--- src/rtl/cory_b2sd.sv ---
// cory_b2sd: busy-to-start/done converter.
//
// Turns a level busy indication from a peer engine into filtered start/done
// pulses, a filtered busy level, a BUSY watchdog and a completed-job counter.
//
// Parameters
//   FILT  : consecutive equal samples needed to accept a level change (1..255)
//   TOUT  : BUSY timeout in clk cycles, 0 disables it (0..65535)
//   CNT_W : width of the job counter
//
// Ports
//   clk         : clock, all state on rising edge
//   reset_n     : asynchronous active-low reset
//   i_busy      : level busy from the peer engine
//   i_clr       : synchronous clear of o_tout_flag and o_jobs
//   o_start     : one-cycle pulse on an accepted busy rising edge
//   o_done      : one-cycle pulse on an accepted busy falling edge
//   o_busy      : filtered busy level (high in BUSY and HUNG)
//   o_tout      : one-cycle pulse when the BUSY timeout fires
//   o_tout_flag : sticky timeout indication
//   o_jobs      : completed job count, wraps silently
//
// Build option
//   CORY_B2SD_SYNC_EN : when defined, i_busy goes through a 2-flop
//                       synchronizer first (+2 cycles on start and done).
//                       When undefined, i_busy must be synchronous to clk.

module cory_b2sd #(
  parameter int FILT  = 2,
  parameter int TOUT  = 0,
  parameter int CNT_W = 8
) (
  input  logic             clk,
  input  logic             reset_n,
  input  logic             i_busy,
  input  logic             i_clr,
  output logic             o_start,
  output logic             o_done,
  output logic             o_busy,
  output logic             o_tout,
  output logic             o_tout_flag,
  output logic [CNT_W-1:0] o_jobs
);

  typedef enum logic [1:0] {IDLE, BUSY, HUNG} state_t;

  localparam logic [8:0]  FILT_C   = 9'(FILT);
  localparam logic [15:0] TOUT_C   = 16'(TOUT);
  localparam logic [15:0] TCNT_MAX = '1;

  state_t      state, state_nx;
  logic [7:0]  fcnt, fcnt_nx;
  logic [15:0] tcnt, tcnt_nx, tcnt_inc;
  logic [8:0]  fcnt_inc;
  logic        s, diff, filt_hit, tout_hit;
  logic        start_nx, done_nx, tout_nx;

`ifdef CORY_B2SD_SYNC_EN
  logic [1:0] sync_q;

  always_ff @(posedge clk or negedge reset_n) begin
    if (!reset_n) sync_q <= '0;
    else          sync_q <= {sync_q[0], i_busy};
  end

  assign s = sync_q[1];
`else
  assign s = i_busy;
`endif

  assign o_busy = (state != IDLE);

  // Filter counter runs only while the sample disagrees with the filtered
  // level; the change is accepted on the sample that would make it FILT.
  assign diff     = s ^ o_busy;
  assign fcnt_inc = {1'b0, fcnt} + 9'd1;
  assign filt_hit = diff && (fcnt_inc == FILT_C);

  // Saturating so that TOUT=0 never wraps back into a match.
  assign tcnt_inc = (tcnt == TCNT_MAX) ? tcnt : tcnt + 16'd1;
  assign tout_hit = (TOUT_C != 16'd0) && (tcnt_inc == TOUT_C);

  always_comb begin
    state_nx = state;
    fcnt_nx  = (diff && !filt_hit) ? fcnt_inc[7:0] : 8'd0;
    tcnt_nx  = tcnt;
    start_nx = 1'b0;
    done_nx  = 1'b0;
    tout_nx  = 1'b0;
    case (state)
      IDLE: begin
        if (filt_hit) begin
          state_nx = BUSY;
          start_nx = 1'b1;
          tcnt_nx  = 16'd0;
        end
      end
      BUSY: begin
        tcnt_nx = tcnt_inc;
        // A completed job takes precedence over a coincident timeout.
        if (filt_hit) begin
          state_nx = IDLE;
          done_nx  = 1'b1;
        end else if (tout_hit) begin
          state_nx = HUNG;
          tout_nx  = 1'b1;
        end
      end
      HUNG: begin
        if (filt_hit) begin
          state_nx = IDLE;
          done_nx  = 1'b1;
        end
      end
      default: state_nx = IDLE;
    endcase
  end

  always_ff @(posedge clk or negedge reset_n) begin
    if (!reset_n) begin
      state   <= IDLE;
      fcnt    <= 8'd0;
      tcnt    <= 16'd0;
      o_start <= 1'b0;
      o_done  <= 1'b0;
      o_tout  <= 1'b0;
    end else begin
      state   <= state_nx;
      fcnt    <= fcnt_nx;
      tcnt    <= tcnt_nx;
      o_start <= start_nx;
      o_done  <= done_nx;
      o_tout  <= tout_nx;
    end
  end

  // Clear beats a coincident increment or timeout.
  always_ff @(posedge clk or negedge reset_n) begin
    if (!reset_n) begin
      o_jobs      <= '0;
      o_tout_flag <= 1'b0;
    end else if (i_clr) begin
      o_jobs      <= '0;
      o_tout_flag <= 1'b0;
    end else begin
      if (done_nx) o_jobs      <= o_jobs + CNT_W'(1);
      if (tout_nx) o_tout_flag <= 1'b1;
    end
  end

endmodule

--- config.mk ---
export PLATFORM = sky130hd
export DESIGN_NAME = cory_b2sd
export DESIGN_NICKNAME = d
export VERILOG_FILES = /design/src/rtl/cory_b2sd.sv
export SDC_FILE = /design/constraint.sdc
export NUM_CORES = 1
export LEC_CHECK = 0
export CORE_ASPECT_RATIO = 0.6
export CORE_UTILIZATION = 53
export CTS_BUF_LIST = sky130_fd_sc_hd__clkbuf_16
export DETAILED_ROUTE_END_ITERATION = 7
export PLACE_DENSITY = 0.86
export SYNTH_ARGS = -nofsm -noshare
export SYNTH_HDL_FRONTEND = slang
export SYNTH_SLANG_ARGS = --single-unit
--- constraint.sdc ---
create_clock -name clk -period 2.6 [get_ports clk]
set_clock_uncertainty 0.15 [all_clocks]
set_input_delay 0.26 -clock clk [delete_from_list [all_inputs] [get_ports clk]]
set_output_delay 0.26 -clock clk [all_outputs]
set_load 0.01 [all_outputs]
==> results of run 1 <==
[layout make-up]
type | count | area, sq um | share of cell area (%)
Multi-Input combinational cell | 85 | 626 | 45.0
Timing Repair Buffer | 18 | 170 | 12.3
Tap cell | 28 | 35.0 | 2.52
Inverter | 1 | 3.75 | 0.270
Sequential cell | 19 | 475 | 34.2
Clock inverter | 1 | 3.75 | 0.270
Clock buffer | 3 | 75.1 | 5.41
[flip-flops by register name, indices dropped and copies added, names as in the netlist]
signal / count
fcnt: 8
o_jobs: 8
o_done: 1
o_start: 1
state: 1
[stage by stage]
step | std cells | instance area, sq um | util, % | total power, W | hold slack (ns)
after CTS | 155 | 1390 | 71.7 | 0.000979 | 0.376
final | 155 | 1390 | 71.7 | 0.000977 | 0.338
after detailed placement | 151 | 1310 | 67.6 | 0.000664 | 0.389
after global placement | 151 | 1310 | 67.6 | 0.000649 | 0.376
after floorplan | 112 | 1150 | - | 0.000542 | -0.186
after global routing | 155 | 1390 | 71.7 | 0.00102 | 0.422
[layer usage]
layer / GRT usage, % / share of wire, % / up-vias
li1: - / - / 430
met1: 32.9 / 42 / 472
met2: 41.2 / 47 / 46
met5: 0 / 0 / -
met3: 9.12 / 7.7 / 8
met4: 12.8 / 2.4 / 0
[logic make-up after synthesis]
group	Yosys count
buffers and inverters	8
XOR/XNOR	5
AND/OR/NAND/NOR	58
flip-flops	19
adder cells (fa/ha/maj)	3
multiplexers	8
other	1
AO/OA/AOI/OAI	9
[final timing paths]
| path | to | slack, ns |
|---|---|---|
| min | o_jobs[5]$_DFFE_PN0P_ | 0.34 |
| max | o_jobs[4]$_DFFE_PN0P_ | 0.19 |
| min in group clk | state[0]$_DFFE_PN0P_ | 0.40 |
| min reg2reg | state[0]$_DFFE_PN0P_ | 0.40 |
| max in group asynchronous | o_jobs[1]$_DFFE_PN0P_ | 1.44 |
| max reg2reg | o_jobs[4]$_DFFE_PN0P_ | 0.19 |
[layout by cell type, fill, tap and decap left out, types with 3 or more instances in the layout]
cell | synthesis | final
dfrtp_1 | 19 | 19
clkdlybuf4s50_1 | 0 | 14
nor2b_1 | 8 | 8
nor3_1 | 8 | 8
nor2_1 | 8 | 8
nor4_2 | 6 | 6
mux2_1 | 6 | 6
nand4_1 | 5 | 5
nand3_1 | 5 | 5
buf_4 | 3 | 4
nand2b_1 | 3 | 3
and3_1 | 3 | 3
xor2_1 | 3 | 3
nand2_1 | 3 | 3
ha_1 | 3 | 3
clkbuf_16 | 0 | 3
[report_power, final]
part	switching [W]	internal (W)	total, W
sequential	0.0000248	0.000328	0.000353
combinational	0.000186	0.000125	0.000311
clock	0.000108	0.000205	0.000312
total	0.000319	0.000658	0.000977
[worst max-delay path: cells and delay by family, from the launching register on]
family          cells  cell delay (ns)
mux                 1             0.36
flops               1             0.38
fa+ha+maj           1             0.29
simple gates        2             0.60
compound gates      2             0.51
==> out/metrics.cfg, run 1 <==
[run_status]
outcome = finished clean

[timing]
fin_setup_tns_ns = 0
worstMarginPinSlew_ns = 0.839
min_period_ns = 2.41
fin_crit_sh_pct = 92.5
drv_slew = 0
final.setup.worst_slack_ns = 0.195
slew_headroom_pct = 43.9
fmax_mhz = 416
hold_viol = 0
setup_viol = 0
rsz0062_at_grt = no

[floorplan]
fp.dieW_microns = 62.1
die_area_sq_um = 2360
start_util_pct = 59.2
coreArea_sq_um = 1940
die_y_microns = 38.0
num_io_pins = 17
num_rows = 12

[yosys]
synth_xor_xnor_area_share_pct = 3.82
synth_top_area_cell = dfrtp_1
yosysUniqueCellTypes = 39
synth_simple_gate_area_share_pct = 32.6
muxShareOfSynthArea_pct = 7.74
ys_seq_area_share_pct = 41.4
postSynth.asyncResetShare_pct = 100
synthAdderAreaFrac_pct = 3.27
yosys-top-cells-count = dfrtp_1, nor2_1, nor2b_1, nor3_1
ys_warn_count = 0
synth_top_family_by_area = simple AND/OR/NAND/NOR gates
synthTopCellsByArea = dfrtp_1, nor4_2, mux2_1, nor2b_1, nor3_1
syn_area_per_cell_sq_um = 10.3
synth-edff-count = 0
synth-seq-cells = 19
synth_ff_type = dfrtp_1
syn_area_sq_um = 1150
yosysMostFrequentCell = dfrtp_1
syn_inst = 111
yosysTopAreaCellShare_pct = 41.4
synth_compound_area_share_pct = 6.43

[grt]
grt_use_total_pct = 26.5
grt_pass1_vias = 893
antenna_found_initial = 0
grt_pass1_wl_microns = 4110
overflow = 0
grt_max_degree = 20

[setup_path]
critPathLaunchType = flop
slowest_stage = nor4_2
max_stage_delay_ns = 0.41
r2r-start = fcnt[0]$_DFF_PN0_
cp-end-kind = flop
crit_start = fcnt[0]$_DFF_PN0_
crit_arrival_ns = 2.39
crit_chain = ha_1 > and2_1 > o21ai_0 > a31oi_2 > nor4_2 > mux2_1
critPathKind = reg2reg
worstPathRequired_ns = 2.58
cp_max_fo = 12
rr_worst_depth = 6

[layout]
antenna_cells = 0
syn_to_final_growth_pct = 21.0
fin_nets = 135
drive_above_1_share_pct = 16.5
fillers = 132

[route]
drt-initial-drc-count = 66
detail-route-antenna-nets = 0
drc = 0
via_per_inst = 6.17
vias = 956
wl_per_cell_microns = 16.4
drt_wl_total_microns = 2550
drtPass1Iterations = 4

[clock_network]
clock_sinks = 19
clkLatencyLatePin_ns = 0.25
hold_buffers = 0
clockRootBuffer = clkbuf_16
clk_pin_slew_ns = 0.05
cts_buffers = 3
cts_tree = done
clk_path_buf_depth = 2
postCtsSetupRepairBufs = 0
cts_max_level = 1
postCtsResizedCells = 0

[placement]
port_buffers = 14
dp_hpwl_microns = 1790
pre_cts_ws_ns = 0.219
gp_congestion = 0.910

[pwr]
leakage_nw = 0.589
power_density_nw_per_um2 = 703
max-vdd-ir-drop_mv = 0.465

[worst_hold_path]
hold_path.class = in2async

[job]
drv_cap = 0

Power figures use the tool's default switching activity.
==> inputs of run 2 (changes only) <==
--- a/config.mk
+++ b/config.mk
@@ -9,7 +9,8 @@
 export CORE_UTILIZATION = 53
 export CTS_BUF_LIST = sky130_fd_sc_hd__clkbuf_16
 export DETAILED_ROUTE_END_ITERATION = 7
-export PLACE_DENSITY = 0.86
+export GPL_ROUTABILITY_DRIVEN = 0
+export PLACE_DENSITY = 0.78
 export SYNTH_ARGS = -nofsm -noshare
 export SYNTH_HDL_FRONTEND = slang
 export SYNTH_SLANG_ARGS = --single-unit
==> out/metrics.cfg, run 2 (synthesis results as in run 1) <==
[setup_path]
cp-end-kind = flop
critPathKind = reg2reg
crit_arrival_ns = 2.44
cp_max_fo = 12
critPathLaunchType = flop
r2r-start = fcnt[0]$_DFF_PN0_
ff2ff_setup_slack_ns = 0.14
worstPathRequired_ns = 2.58
rr_worst_depth = 6
reg2reg_to = state[0]$_DFFE_PN0P_

[timing]
drv_slew = 0
slew_headroom_pct = 43.3
fmax_mhz = 407
final.setup.worst_slack_ns = 0.140
fin_setup_tns_ns = 0
setup_viol = 0
rsz0062_at_grt = no
whs_ns = 0.347
worstMarginPinSlew_ns = 0.848
fin_crit_sh_pct = 94.6
min_period_ns = 2.46
hold_viol = 0

[clock_network]
clk_pin_slew_ns = 0.05
clock_sinks = 19
clockRootBuffer = clkbuf_16
postCtsSetupRepairBufs = 0
cts_max_level = 1
clk_path_buf_depth = 2
cts_buffers = 3
hold_buffers = 0
clkLatencyLatePin_ns = 0.25
cts_tree = done
postCtsResizedCells = 0

[placement]
dp_hpwl_microns = 1710
pre_cts_ws_ns = 0.169
port_buffers = 14
placed_area_sq_um = 1300

[grt]
grt_use_total_pct = 25.3
antenna_found_initial = 0
grt_pass1_wl_microns = 4020
grt_max_degree = 20
grt_pass1_vias = 815
overflow = 0

[floorplan]
die_area_sq_um = 2360
fp.dieW_microns = 62.1
num_rows = 12
start_util_pct = 59.2
num_io_pins = 17
die_y_microns = 38.0
coreArea_sq_um = 1940

[route]
drtPass1Iterations = 4
vias = 889
wl_per_cell_microns = 15.5
detail-route-antenna-nets = 0
via_per_inst = 5.77
drc = 0
drt-initial-drc-count = 55
drt_wl_total_microns = 2390

[layout]
fillers = 123
multi_input_area_sq_um = 626
fin_area_sq_um = 1380
top_regs = fcnt x8, o_jobs x8
mostFrequentLayoutCells = dfrtp_1, clkdlybuf4s50_1, nor2b_1, nor3_1, nor2_1
finalCoreUtilization_pct = 71.3
antenna_cells = 0
mostFrequentLayoutCell = dfrtp_1
syn_to_final_growth_pct = 20.4
fin_nets = 134
ff_latch_area_sq_um = 475
drive_above_1_share_pct = 15.9

[pwr]
leakage_nw = 0.584
power_density_nw_per_um2 = 696
max-vdd-ir-drop_mv = 0.396

[job]
drv_cap = 0

[run_status]
outcome = finished clean

[worst_hold_path]
hold_path.class = in2async

run 2: changes by cell type in the layout (fill, tap and decap cells not counted), sizes merged:
| cell | previous run | this run |
|---|---|---|
| buf | 4 | 3 |
run 2: how the worst max path moves through the flow:
| stage | slack [ns] | endpoint | from | depth (start not counted) |
|---|---|---|---|---|
| after floorplan | 0.37 | o_jobs[2]$_DFFE_PN0P_ | fcnt[0]$_DFF_PN0_ | 7 |
| after global placement | 0.25 | state[0]$_DFFE_PN0P_ | fcnt[0]$_DFF_PN0_ | 6 |
| after detailed placement | 0.17 | state[0]$_DFFE_PN0P_ | fcnt[0]$_DFF_PN0_ | 6 |
| after CTS | 0.14 | state[0]$_DFFE_PN0P_ | fcnt[0]$_DFF_PN0_ | 6 |
| after global routing | 0.01 | state[0]$_DFFE_PN0P_ | fcnt[0]$_DFF_PN0_ | 6 |
| final | 0.14 | state[0]$_DFFE_PN0P_ | fcnt[0]$_DFF_PN0_ | 6 |
run 2: metal layers:
metal,up-vias,track usage [%],share of wire [%]
li1,430,-,-
met1,426,35.0,48
met2,26,38.0,44
met3,7,6.42,5.9
met4,0,9.44,1.5
met5,-,0,0
run 2: area by class of cell:
type / instances / area share, %
clock inverter: 1 / 0.272
clock buffer: 3 / 5.43
multi-input combinational: 85 / 45.3
inverter: 1 / 0.272
sequential: 19 / 34.4
timing repair buffer: 17 / 11.8
tap: 28 / 2.54
run 2: power breakdown:
| part | switching, W | leakage (nW) | internal (W) | total (W) |
|---|---|---|---|---|
| sequential | 0.0000284 | 0.261 | 0.000328 | 0.000357 |
| clock | 0.000106 | 0.0423 | 0.000204 | 0.000310 |
| combinational | 0.000179 | 0.280 | 0.000115 | 0.000294 |
| total | 0.000313 | 0.584 | 0.000648 | 0.000961 |
run 2: critical path, stage by stage (launching register included):
cell,delay (ns)
dfrtp_1,0.38
ha_1,0.28
and2_1,0.18
o21ai_0,0.18
a31oi_2,0.32
nor3_2,0.47
mux2_2,0.38
run 2: metrics by stage:
step	total power (W)	instances
2_1_floorplan	0.000542	112
3_3_place_gp	0.000637	150
3_5_place_dp	0.000648	150
4_1_cts	0.000966	154
5_1_grt	0.00101	154
6_report	0.000961	154
